[src/rtl/seq_multiplier.sv]
`default_nettype none
// ============================================================================
//  Module   : seq_multiplier
//  Purpose  : Sequential unsigned shift-add multiplier for the MULTU
//             instruction. Each clock edge with Signal==MULTU performs one
//             add/shift step. The 64-bit result stays in an internal product
//             register and is copied to dataOut only on an OUT code.
//  Ports    : clk      - rising-edge clock
//             reset    - asynchronous, active-low reset
//             dataA    - multiplicand, sampled on the load edge only
//             dataB    - multiplier, sampled on the load edge only
//             Signal   - ALU-control function code (MULTU / OUT / other)
//             dataOut  - registered product output
//  Revision : 1.0 - initial release
// ============================================================================
module seq_multiplier #(
    parameter int          WIDTH = 32,
    parameter logic [5:0]  MULTU = 6'b011001,
    parameter logic [5:0]  OUT   = 6'b111111
) (
    input  logic                 clk,
    input  logic                 reset,
    input  logic [WIDTH-1:0]     dataA,
    input  logic [WIDTH-1:0]     dataB,
    input  logic [5:0]           Signal,
    output logic [2*WIDTH-1:0]   dataOut
);

    // One extra counter bit so the counter can represent WIDTH itself.
    localparam int              CNT_W     = $clog2(WIDTH) + 1;
    localparam logic [CNT_W-1:0] LAST_ITER = CNT_W'(WIDTH - 1);

    localparam logic [1:0] ST_IDLE = 2'd0;
    localparam logic [1:0] ST_BUSY = 2'd1;
    localparam logic [1:0] ST_DONE = 2'd2;

    logic [1:0]           state;
    logic [1:0]           next_state;
    logic [2*WIDTH-1:0]   mcand;
    logic [WIDTH-1:0]     mplier;
    logic [2*WIDTH-1:0]   product;
    logic [CNT_W-1:0]     cnt;

    logic                 is_multu;
    logic                 is_out;
    logic                 load_en;
    logic                 iter_en;

    assign is_multu = (Signal == MULTU);
    assign is_out   = (Signal == OUT);

    // ------------------------------------------------------------------
    // FSM: state register
    // ------------------------------------------------------------------
    always_ff @(posedge clk or negedge reset) begin
        if (!reset) begin
            state <= ST_IDLE;
        end else begin
            state <= next_state;
        end
    end

    // ------------------------------------------------------------------
    // FSM: next-state logic
    // Any code other than MULTU leaves BUSY (abort) or DONE.
    // ------------------------------------------------------------------
    always_comb begin
        next_state = state;
        case (state)
            ST_IDLE: begin
                if (is_multu) begin
                    next_state = ST_BUSY;
                end
            end
            ST_BUSY: begin
                if (!is_multu) begin
                    next_state = ST_IDLE;
                end else if (cnt == LAST_ITER) begin
                    next_state = ST_DONE;
                end
            end
            ST_DONE: begin
                if (!is_multu) begin
                    next_state = ST_IDLE;
                end
            end
            default: next_state = ST_IDLE;
        endcase
    end

    // ------------------------------------------------------------------
    // FSM: output decode (datapath enables)
    // ------------------------------------------------------------------
    always_comb begin
        load_en = 1'b0;
        iter_en = 1'b0;
        case (state)
            ST_IDLE: load_en = is_multu;
            ST_BUSY: iter_en = is_multu;
            default: begin
                load_en = 1'b0;
                iter_en = 1'b0;
            end
        endcase
    end

    // ------------------------------------------------------------------
    // Shift-add datapath. In DONE nothing is enabled, so the product is
    // stable while MULTU stays asserted; an abort simply stops stepping and
    // leaves the partial product in place.
    // ------------------------------------------------------------------
    always_ff @(posedge clk or negedge reset) begin
        if (!reset) begin
            mcand   <= '0;
            mplier  <= '0;
            product <= '0;
            cnt     <= '0;
        end else if (load_en) begin
            mcand   <= {{WIDTH{1'b0}}, dataA};
            mplier  <= dataB;
            product <= '0;
            cnt     <= '0;
        end else if (iter_en) begin
            if (mplier[0]) begin
                product <= product + mcand;
            end
            mcand  <= mcand << 1;
            mplier <= mplier >> 1;
            cnt    <= cnt + 1'b1;
        end
    end

    // ------------------------------------------------------------------
    // Result publication: OUT copies the product in any state.
    // ------------------------------------------------------------------
    always_ff @(posedge clk or negedge reset) begin
        if (!reset) begin
            dataOut <= '0;
        end else if (is_out) begin
            dataOut <= product;
        end
    end

endmodule
`default_nettype wire

[config.mk]
export PLATFORM = sky130hd
export DESIGN_NAME = seq_multiplier
export DESIGN_NICKNAME = d
export VERILOG_FILES = /design/src/rtl/seq_multiplier.sv
export SDC_FILE = /design/constraint.sdc
export NUM_CORES = 1
export LEC_CHECK = 0
export ABC_AREA = 1
export BUFFER_PORTS_ARGS = -buffer_cell sky130_fd_sc_hd__buf_2
export CAP_MARGIN = 25
export CORE_AREA = 2 2 187 189
export DETAILED_ROUTE_END_ITERATION = 16
export DIE_AREA = 0 0 189 191
export PLACE_DENSITY = 0.71
export SLEW_MARGIN = 20
export SYNTH_ARGS = -nofsm -noshare
export SYNTH_HDL_FRONTEND = slang
export SYNTH_SLANG_ARGS = --single-unit
[constraint.sdc]
create_clock -name clk -period 3.7 [get_ports clk]
set_clock_uncertainty 0.2 [all_clocks]
set_input_delay 0.37 -clock clk [delete_from_list [all_inputs] [get_ports clk]]
set_output_delay 0.37 -clock clk [all_outputs]
set_load 0.01 [all_outputs]
# ---- Yosys cells after proc, flatten, opt, wreduce, memory -nomap -nowiden
# Cells that the tools add are included.
dict set report word_totals {
  input_bits 72
  out_inout_bits 64
  regBits 232
  elab_cells 37
}
dict set report classes {
  addsub 2
  muxes 16
  reduce_logical 5
  n_eq_ne 8
}
# operator count
set op_table {}
lappend op_table {{64-bit 2-to-1 mux} 5}
lappend op_table {{64-bit adder} 1}
lappend op_table {{32-bit 2-to-1 mux} 2}
lappend op_table {{6-bit by 5-bit equality test with 1-bit output (second input constant)} 2}
lappend op_table {{6-bit 2-to-1 mux} 2}
lappend op_table {{2-bit 2-to-1 mux} 4}
lappend op_table {{6-bit by 1-bit adder with 6-bit output (second input constant)} 1}
lappend op_table {{6-bit equality test (second input constant)} 1}
lappend op_table {{2-bit case mux with 3 select lines} 1}
lappend op_table {{2-bit inequality test (second input constant)} 2}
lappend op_table {{2-bit nonzero test} 2}
lappend op_table {{3-bit inequality test (second input constant)} 1}
lappend op_table {{3-bit AND reduction} 1}
lappend op_table {{2-bit by 1-bit equality test with 1-bit output (second input constant)} 1}
lappend op_table {{2-bit equality test (second input constant)} 1}
lappend op_table {{2-bit logical NOT} 1}
lappend op_table {{1-bit 2-to-1 mux} 2}
lappend op_table {{2-bit AND reduction} 1}

# ---- Depth between registers and ports, before layout
# Gate-level depths: netlist of run 1.
dict set report logic_depth {
  ltp_word 4
  mapped_depth 15
  mapped_depth_nobuf 15
}

# ---- Least setup slack after synthesis of run 1
# OpenSTA, ideal clock, no wires.
dict set report synth_timing {
  kind {reg-to-reg}
  from {register mcand[0]}
  to {register product[56]}
  arrival_ns 1.808
  setup_time_ns 0.117
  n_path_buf 0
  path_slack_ns 1.575
  required_ns 3.383
  stages_incl_launch_ff 13
  period_less_slack_ns 2.125
  path_cell_list {dfrtp_1 -> ha_1 -> fa_1 -> nand3_1 -> nand3_1 -> nand2_1 -> nand2_1 -> nand2_1 -> nand3_2 -> nand3_1 -> nand3_1 -> nand3_1 -> nand2_1}
}
dict set report synth_between {
  elab_chain_len 4
}
# item line_no
set synth_lines {}
lappend synth_lines {{start, declared} 39} ;# logic [2*WIDTH-1:0] mcand;
lappend synth_lines {{start signal, assigned} 119} ;# mcand <= {{WIDTH{1'b0}}, dataA};
lappend synth_lines {{start signal, assigned} 127} ;# mcand <= mcand << 1;
lappend synth_lines {{64-bit adder} 125} ;# product <= product + mcand;
lappend synth_lines {{64-bit 2-to-1 mux} 124} ;# if (mplier[0]) begin
lappend synth_lines {{64-bit 2-to-1 mux} 123} ;# end else if (iter_en) begin
lappend synth_lines {{64-bit 2-to-1 mux} 118} ;# end else if (load_en) begin
lappend synth_lines {{end signal, assigned} 125}
lappend synth_lines {{end, declared} 41} ;# logic [2*WIDTH-1:0] product;
# No other way between the ends. The select of a mux whose other input is x is not followed.
# A chain may end at the register's enable or synchronous reset.

# ---- Worst setup path in the final report of run 1
dict set report layout_timing {
  from {input Signal[1]}
  to {register mplier[23]}
}
dict set report layout_between {
  elab_chain_len 3
  word_cells_on_any_way 5
  classes_between {eq/ne (1); mux (3); reduce/logical (1)}
}
# item line_no
set layout_lines {}
lappend layout_lines {{start, declared} 25} ;# input logic [5:0] Signal,
lappend layout_lines {{6-bit by 5-bit equality test with 1-bit output *} 49} ;# assign is_multu = (Signal == MULTU);
lappend layout_lines {{1-bit 2-to-1 mux} 97} ;# case (state)
lappend layout_lines {{32-bit 2-to-1 mux or 2-bit nonzero test (tied branches)} --}
lappend layout_lines {{end signal, assigned} 120} ;# mplier <= dataB;
lappend layout_lines {{end signal, assigned} 128} ;# mplier <= mplier >> 1;
lappend layout_lines {{end, declared} 40} ;# logic [WIDTH-1:0] mplier;
# Every way passes the cells marked *; elsewhere a longest branch is shown, timed or not.

==> results of run 1 <==
worst max-delay path: stages:
cell	delay (ns)
dlygate4sd3_1	0.53
buf_2	0.13
nor2_1	0.07
dlygate4sd3_1	0.55
nand2_1	0.09
nor2_4	0.38
nand2_4	0.45
clkinv_2	0.68
nand2_1	0.17
o211ai_1	0.13
power breakdown:
group	switching (µW)	internal, µW
logic	1750	912
clock network	1090	1640
registers	269	2940
total	3110	5490
Yosys cell counts, types with 2 or more instances:
| master | count | share of area |
|---|---|---|
| clkbuf_4 | 2 | 0.00099 |
| o22ai_1 | 35 | 0.014 |
| xnor2_1 | 4 | 0.0023 |
| nor2_2 | 10 | 0.0041 |
| o21ai_1 | 39 | 0.013 |
| inv_1 | 401 | 0.099 |
| nand4_1 | 8 | 0.0033 |
| nor4_1 | 2 | 0.00083 |
| ha_1 | 64 | 0.053 |
| nand2_2 | 37 | 0.015 |
| buf_6 | 6 | 0.0045 |
| o21bai_1 | 2 | 0.00099 |
| nand3_1 | 89 | 0.029 |
| nand3_2 | 35 | 0.023 |
| o21ai_2 | 18 | 0.010 |
| clkbuf_1 | 16 | 0.0040 |
| nor3b_1 | 2 | 0.00099 |
| mux2_2 | 31 | 0.023 |
| dfrtp_1 | 232 | 0.38 |
| o211ai_1 | 17 | 0.0084 |
| buf_12 | 3 | 0.0040 |
| o21ai_0 | 46 | 0.015 |
| nor3_1 | 12 | 0.0040 |
| nand2_1 | 830 | 0.21 |
| a21oi_2 | 10 | 0.0058 |
| a21oi_1 | 62 | 0.020 |
| nor2_1 | 103 | 0.026 |
| nor3_2 | 5 | 0.0033 |
| buf_2 | 23 | 0.0076 |
| clkinv_1 | 3 | 0.00074 |
| o221ai_1 | 2 | 0.0012 |
| inv_2 | 12 | 0.0030 |
flip-flops by register name, indices dropped and copies added (netlist names):
| signal | count |
|---|---|
| dataOut | 64 |
| mcand | 64 |
| product | 64 |
| mplier | 32 |
| cnt | 6 |
| state | 2 |
worst min path at each step:
stage,start,end,cells past startpoint
floorplan,reset,cnt[0]$_DFFE_PN0P_,0
global placement,reset,mplier[13]$_DFFE_PN0P_,1
detailed placement,reset,mplier[13]$_DFFE_PN0P_,1
CTS,Signal[2],mplier[31]$_DFFE_PN0P_,5
global route,reset,mplier[9]$_DFFE_PN0P_,2
finish,reset,mplier[9]$_DFFE_PN0P_,2
layer usage:
layer  wire (µm)  global-route usage  up-vias
met1       20400               0.351     6548
met5           0                   0        -
met3        2680              0.0283       66
li1            -                   -     7097
met4        1050              0.0637        0
met2       20000               0.402      347
timing repair:
action	4_1_cts	5_1_grt
hold buffers	68	0
gates resized for setup	0	0
endpoints found under the hold margin	130	0
cell type report:
cell class                 instances  area (µm²)
tap                              455         569
timing repair buffer             217        1520
fill                            3425       16300
sequential                       232        5810
multi-input combinational       1476        7460
clock inverter                    12         151
inverter                         417        1570
clock buffer                      36         758
stage by stage:
| stage | cell area, µm² | total power (µW) | setup slack (ns) | util |
|---|---|---|---|---|
| floorplan | 15200 | 4970 | 1.57 | - |
| global route | 17800 | 9150 | 0.177 | 0.523 |
| global placement | 16200 | 5770 | 0.858 | 0.476 |
| CTS | 17800 | 8640 | 0.443 | 0.522 |
| detailed placement | 16200 | 5820 | 0.847 | 0.476 |
| finish | 17800 | 8600 | 0.397 | 0.523 |
cell families (layout without fill, tap and decap cells):
| kind of cell | after synthesis | count (layout) | share of synthesized area |
|---|---|---|---|
| AO/OA/AOI/OAI | 234 | 234 | 0.0913 |
| AND/OR/NAND/NOR | 1141 | 1141 | 0.321 |
| flip-flops | 232 | 232 | 0.383 |
| buffers and inverters | 468 | 682 | 0.125 |
| multiplexers | 31 | 31 | 0.0230 |
| XOR/XNOR | 5 | 5 | 0.00289 |
| adder cells (fa/ha/maj) | 65 | 65 | 0.0542 |
==> metrics.yaml, run 1 <==
outcome:
  status: "complete, no violations"
clock_tree:
  clockBufferDepth: 3
  clock-sinks: 232
  insertion_delay_ns: 0.54
  numCtsBuffers: 26
  cts_setup_buffers: 0
  cts_tree: "built"
  clkTransAtPathRegs_ns: 0.06
  cts_root_buffer: "clkbuf_16"
  cts_max_level: 1
sta:
  fin_crit_ns: 3.30
  setup_viol: 0
  final_max_slew_viol_count: 0
  max-slew-margin-rel: 0.429
  holdWs_ns: 0.168
  rsz0062_at_grt: "false"
  finalHoldViolations: 0
  worst_pin_slew_ns: 0.857
  max_freq_mhz: 303
  period_share: 0.893
  finalSetupTns_ns: 0
power:
  power_density_mw_per_mm2: 482
  p_leak_uw: 0.0103
  vdd_ir_drop_max_uv: 452
grt:
  grt_max_degree: 70
  grt_usage: 0.247
  grt_pass1_vias: 13500
  antenna_found_initial: 0
  grt_pass1_wl_um: 71200
  grt_overflow: 0
drt:
  viasPerCell: 4.94
  vias: 14100
  routed_wl_um: 44200
  remaining_drc_errors: 0
  wire_per_inst_um: 15.5
  postRouteAntennaNets: 0
  drt_iter0_markers: 955
  drtPass1Iterations: 6
worst_setup_path:
  crit_fanout: 53
  crit_arrival_ns: 3.56
  required_ns: 3.96
  reg2reg_depth: 12
  reg2reg_to: "product[44]$_DFFE_PN0P_"
  crit_path_start: "Signal[1]"
  path_class: "input pin to flip-flop"
  crit_end: "mplier[23]$_DFFE_PN0P_"
  crit_path_start_kind: "input pin"
  r2r_slack_ns: 1.00
  r2r-start: "mcand[0]$_DFFE_PN0P_"
  endpoint_kind: "flip-flop"
yosys:
  synthFlopType: "dfrtp_1"
  syn_area_mm2: 0.0152
  synth_warnings: 0
  synth_edf_count: 0
  synth.distinct_cells: 47
  syn_avg_cell_area_um2: 6.96
  synth-seq-cells: 232
  synth_nets: 2313
  postSynth.asyncResetShare: 1.00
  synthCells: 2176
  ys_seq_area_frac: 0.383
cells_and_area:
  drive_gt1_frac: 0.150
  layout_commonest_cell: "nand2_1"
  final_cell_mix: "nand2_1 (830), inv_1 (401), dfrtp_1 (232), buf_2 (134), nor2_1 (103)"
  diodes: 0
  syn_to_final_growth_pct: 17.7
  layoutNonFillerInstCount: 2845
  nNetsFinal: 2507
hold_path:
  hp-class: "input pin to async pin"
placement:
  io_buffer_count: 135
  dp_cells: 2728
  finalWeightedCongestion: 0.931
  hpwl_um: 33700
floorplan:
  coreArea_mm2: 0.0341
  pin_count: 136
  die_area_mm2: 0.0361
  die_h_um: 191
  rows: 68
  start_util: 0.444
  chipWidth_um: 189
run:
  cap_violations: 0
(Power assumes the default switching activity.)
==> run 2, diff against run 1 <==
==> constraint.sdc (replaced) <==
create_clock -name clk -period 4.3 [get_ports clk]
set_clock_uncertainty 0.2 [all_clocks]
set_input_delay 0.43 -clock clk [delete_from_list [all_inputs] [get_ports clk]]
set_output_delay 0.43 -clock clk [all_outputs]
set_load 0.01 [all_outputs]
==> run 2 against run 1 <==
Cell area down 0.48%. Via count is 1.3% lower. Power is 14% lower. Critical path type is now flip-flop to flip-flop. Largest cell class unchanged.
==> metrics.yaml, run 2 (synthesized netlist as in run 1, its figures left out) <==
cells_and_area:
  design_area_mm2: 0.0177  # -0.48%
  final_cell_mix: "nand2_1 (830), inv_1 (401), dfrtp_1 (232), buf_2 (134), nor2_1 (103)"
  drive_gt1_frac: 0.147  # -0.00328
  diodes: 0  # unchanged
  top_regs: "dataOut (64), mcand (64), product (64)"
  syn_to_final_growth_pct: 17.1
  nNetsFinal: 2501  # -0.24%
  layout_commonest_cell: "nand2_1"
run:
  cap_violations: 0  # unchanged
worst_setup_path:
  crit_end: "product[44]$_DFFE_PN0P_"
  path_cells: "ha_1 -> fa_1 -> nand3_1 -> nand3_1 -> nand3_1 -> nand3_1 -> nand2_1 -> nand2_1 -> nand2_1 -> nand2_1 -> nand2_1 -> nand3_1 -> nand2_1"
  r2r-start: "mcand[0]$_DFFE_PN0P_"
  reg2reg_to: "product[44]$_DFFE_PN0P_"
  crit_path_start: "mcand[0]$_DFFE_PN0P_"
  path_class: "flip-flop to flip-flop"
  required_ns: 4.58  # +0.62 ns
  crit_fanout: 4  # -92%
  crit_path_start_kind: "flip-flop"
  cp_slowest_cell: "fa_1"
  worst_path_most_repeated_cell: "nand2_1"
  slowest_delay_ns: 0.42  # -0.26 ns
  crit_arrival_ns: 3.13  # -0.43 ns
  reg2reg_depth: 13  # +1
  endpoint_kind: "flip-flop"
  r2r_slack_ns: 1.44  # +0.44 ns
drt:
  drtPass1Iterations: 6  # unchanged
  wl_met1_um: 20600  # +0.94%
  wire_per_inst_um: 15.3  # -1.5%
  wl_met3_um: 2260  # -16%
  wl_met2_um: 19400  # -3.3%
  vias: 13900  # -1.3%
  remaining_drc_errors: 0  # unchanged
  routed.top_layer: "met4"
  postRouteAntennaNets: 0  # unchanged
  routed_wl_um: 43400  # -1.8%
  drt_iter0_markers: 835  # -13%
  viasPerCell: 4.89  # -1.1%
placement:
  finalWeightedCongestion: 0.970  # +4.2%
  dp_slack_ns: 1.22  # +0.377 ns
  io_buffer_count: 135  # unchanged
  hpwl_um: 33100  # -1.6%
  postPlaceCellArea_mm2: 0.0162  # -0.22%
grt:
  grt_max_degree: 119  # +70%
  grt_usage: 0.242  # -0.00562
  antenna_found_initial: 0  # unchanged
  grt_pass1_wl_um: 69600  # -2.1%
  grt_pass1_vias: 13400  # -1.0%
  grt_overflow: 0  # unchanged
power:
  vdd_ir_drop_max_uv: 285  # -37%
  power_density_mw_per_mm2: 415  # -14%
  p_leak_uw: 0.0102  # -0.43%
sta:
  finalSetupTns_ns: 0  # unchanged
  max_freq_mhz: 350
  setup_slack_ns: 1.44  # +1.04 ns
  fin_crit_ns: 2.86
  final_max_slew_viol_count: 0  # unchanged
  rsz0062_at_grt: "false"
  finalHoldViolations: 0  # unchanged
  worst_pin_slew_ns: 0.939  # +0.0829 ns
  setup_viol: 0  # unchanged
  max-slew-margin-rel: 0.374  # -0.0553
  period_share: 0.665
outcome:
  status: "complete, no violations"
floorplan:
  pin_count: 136  # unchanged
  coreArea_mm2: 0.0341  # unchanged
  die_h_um: 191  # unchanged
  rows: 68  # unchanged
  chipWidth_um: 189  # unchanged
  start_util: 0.444  # unchanged
  die_area_mm2: 0.0361  # unchanged
hold_path:
  hp-class: "input pin to flip-flop"
clock_tree:
  numCtsBuffers: 26  # unchanged
  clock-sinks: 232  # unchanged
  cts_root_buffer: "clkbuf_16"
  clockBufferDepth: 3  # unchanged
  cts_resized: 0  # unchanged
  cts_max_level: 1  # unchanged
  insertion_delay_ns: 0.57  # +0.03 ns
  cts_tree: "built"
  clkTransAtPathRegs_ns: 0.06  # about the same
-- run 2: cell count changes in the layout (fill, tap and decap cells not counted), sizes merged --
| cell | previous run | this run |
|---|---|---|
| buf | 149 | 146 |
| clkbuf | 36 | 38 |
| clkinv | 11 | 9 |
| clkinvlp | 2 | 0 |
| dlygate4sd3 | 68 | 65 |
-- run 2: worst min-delay path by stage --
stage,start,to,slack (ns),cells past startpoint
6_report,Signal[1],state[1]$_DFFE_PN0P_,0.01,4
5_1_grt,Signal[1],state[1]$_DFFE_PN0P_,0.02,4
4_1_cts,Signal[1],state[1]$_DFFE_PN0P_,0.001,4
3_5_place_dp,dataOut[17]$_DFFE_PN0N_,dataOut[17]$_DFFE_PN0N_,0.27,2
3_3_place_gp,cnt[5]$_DFFE_PN0P_,cnt[5]$_DFFE_PN0P_,0.26,1
2_1_floorplan,reset,cnt[0]$_DFFE_PN0P_,-0.07,0
-- run 2: timing repair --
item	in CTS	in global routing
hold endpoints to repair	178	0
hold buffers	65	0
setup buffers	0	0
-- run 2: stage by stage --
stage / utilization / hold WS [ns] / std cells / total power [µW]
global route: 0.520 / 0.0158 / 2837 / 7840
detailed placement: 0.474 / 0.268 / 2725 / 5020
finish: 0.520 / 0.0149 / 2837 / 7360
global placement: 0.474 / 0.257 / 2725 / 4970
CTS: 0.520 / 0.00113 / 2836 / 7400
floorplan: - / -0.0656 / 2176 / 4280
-- run 2: cell type report --
type | instances | area, µm²
clock inverters | 8 | 144
flip-flops and latches | 232 | 5810
clock buffers | 38 | 746
well taps | 455 | 569
fillers | 3338 | 16400
inverters | 417 | 1570
multi-input cells | 1476 | 7460
repair buffers | 211 | 1460
-- run 2: power breakdown --
part,leakage (µW),internal [µW],total (µW),switching (µW)
Combinational,0.00680,784,2280,1500
Clock,0.000434,1380,2300,916
Sequential,0.00298,2530,2780,253
-- run 2: critical path: cells and delay by family (launching register included) --
family	cells	cell delay (ns)
DFF	1	0.39
and+or+nand+nor	11	1.51
adders and majority gates	2	0.65
-- run 2: metal layers --
layer / vias to the layer above / GRT usage
li1: 7073 / -
met1: 6406 / 0.341
met2: 334 / 0.391
met3: 58 / 0.0297
met4: 0 / 0.0673
met5: - / 0
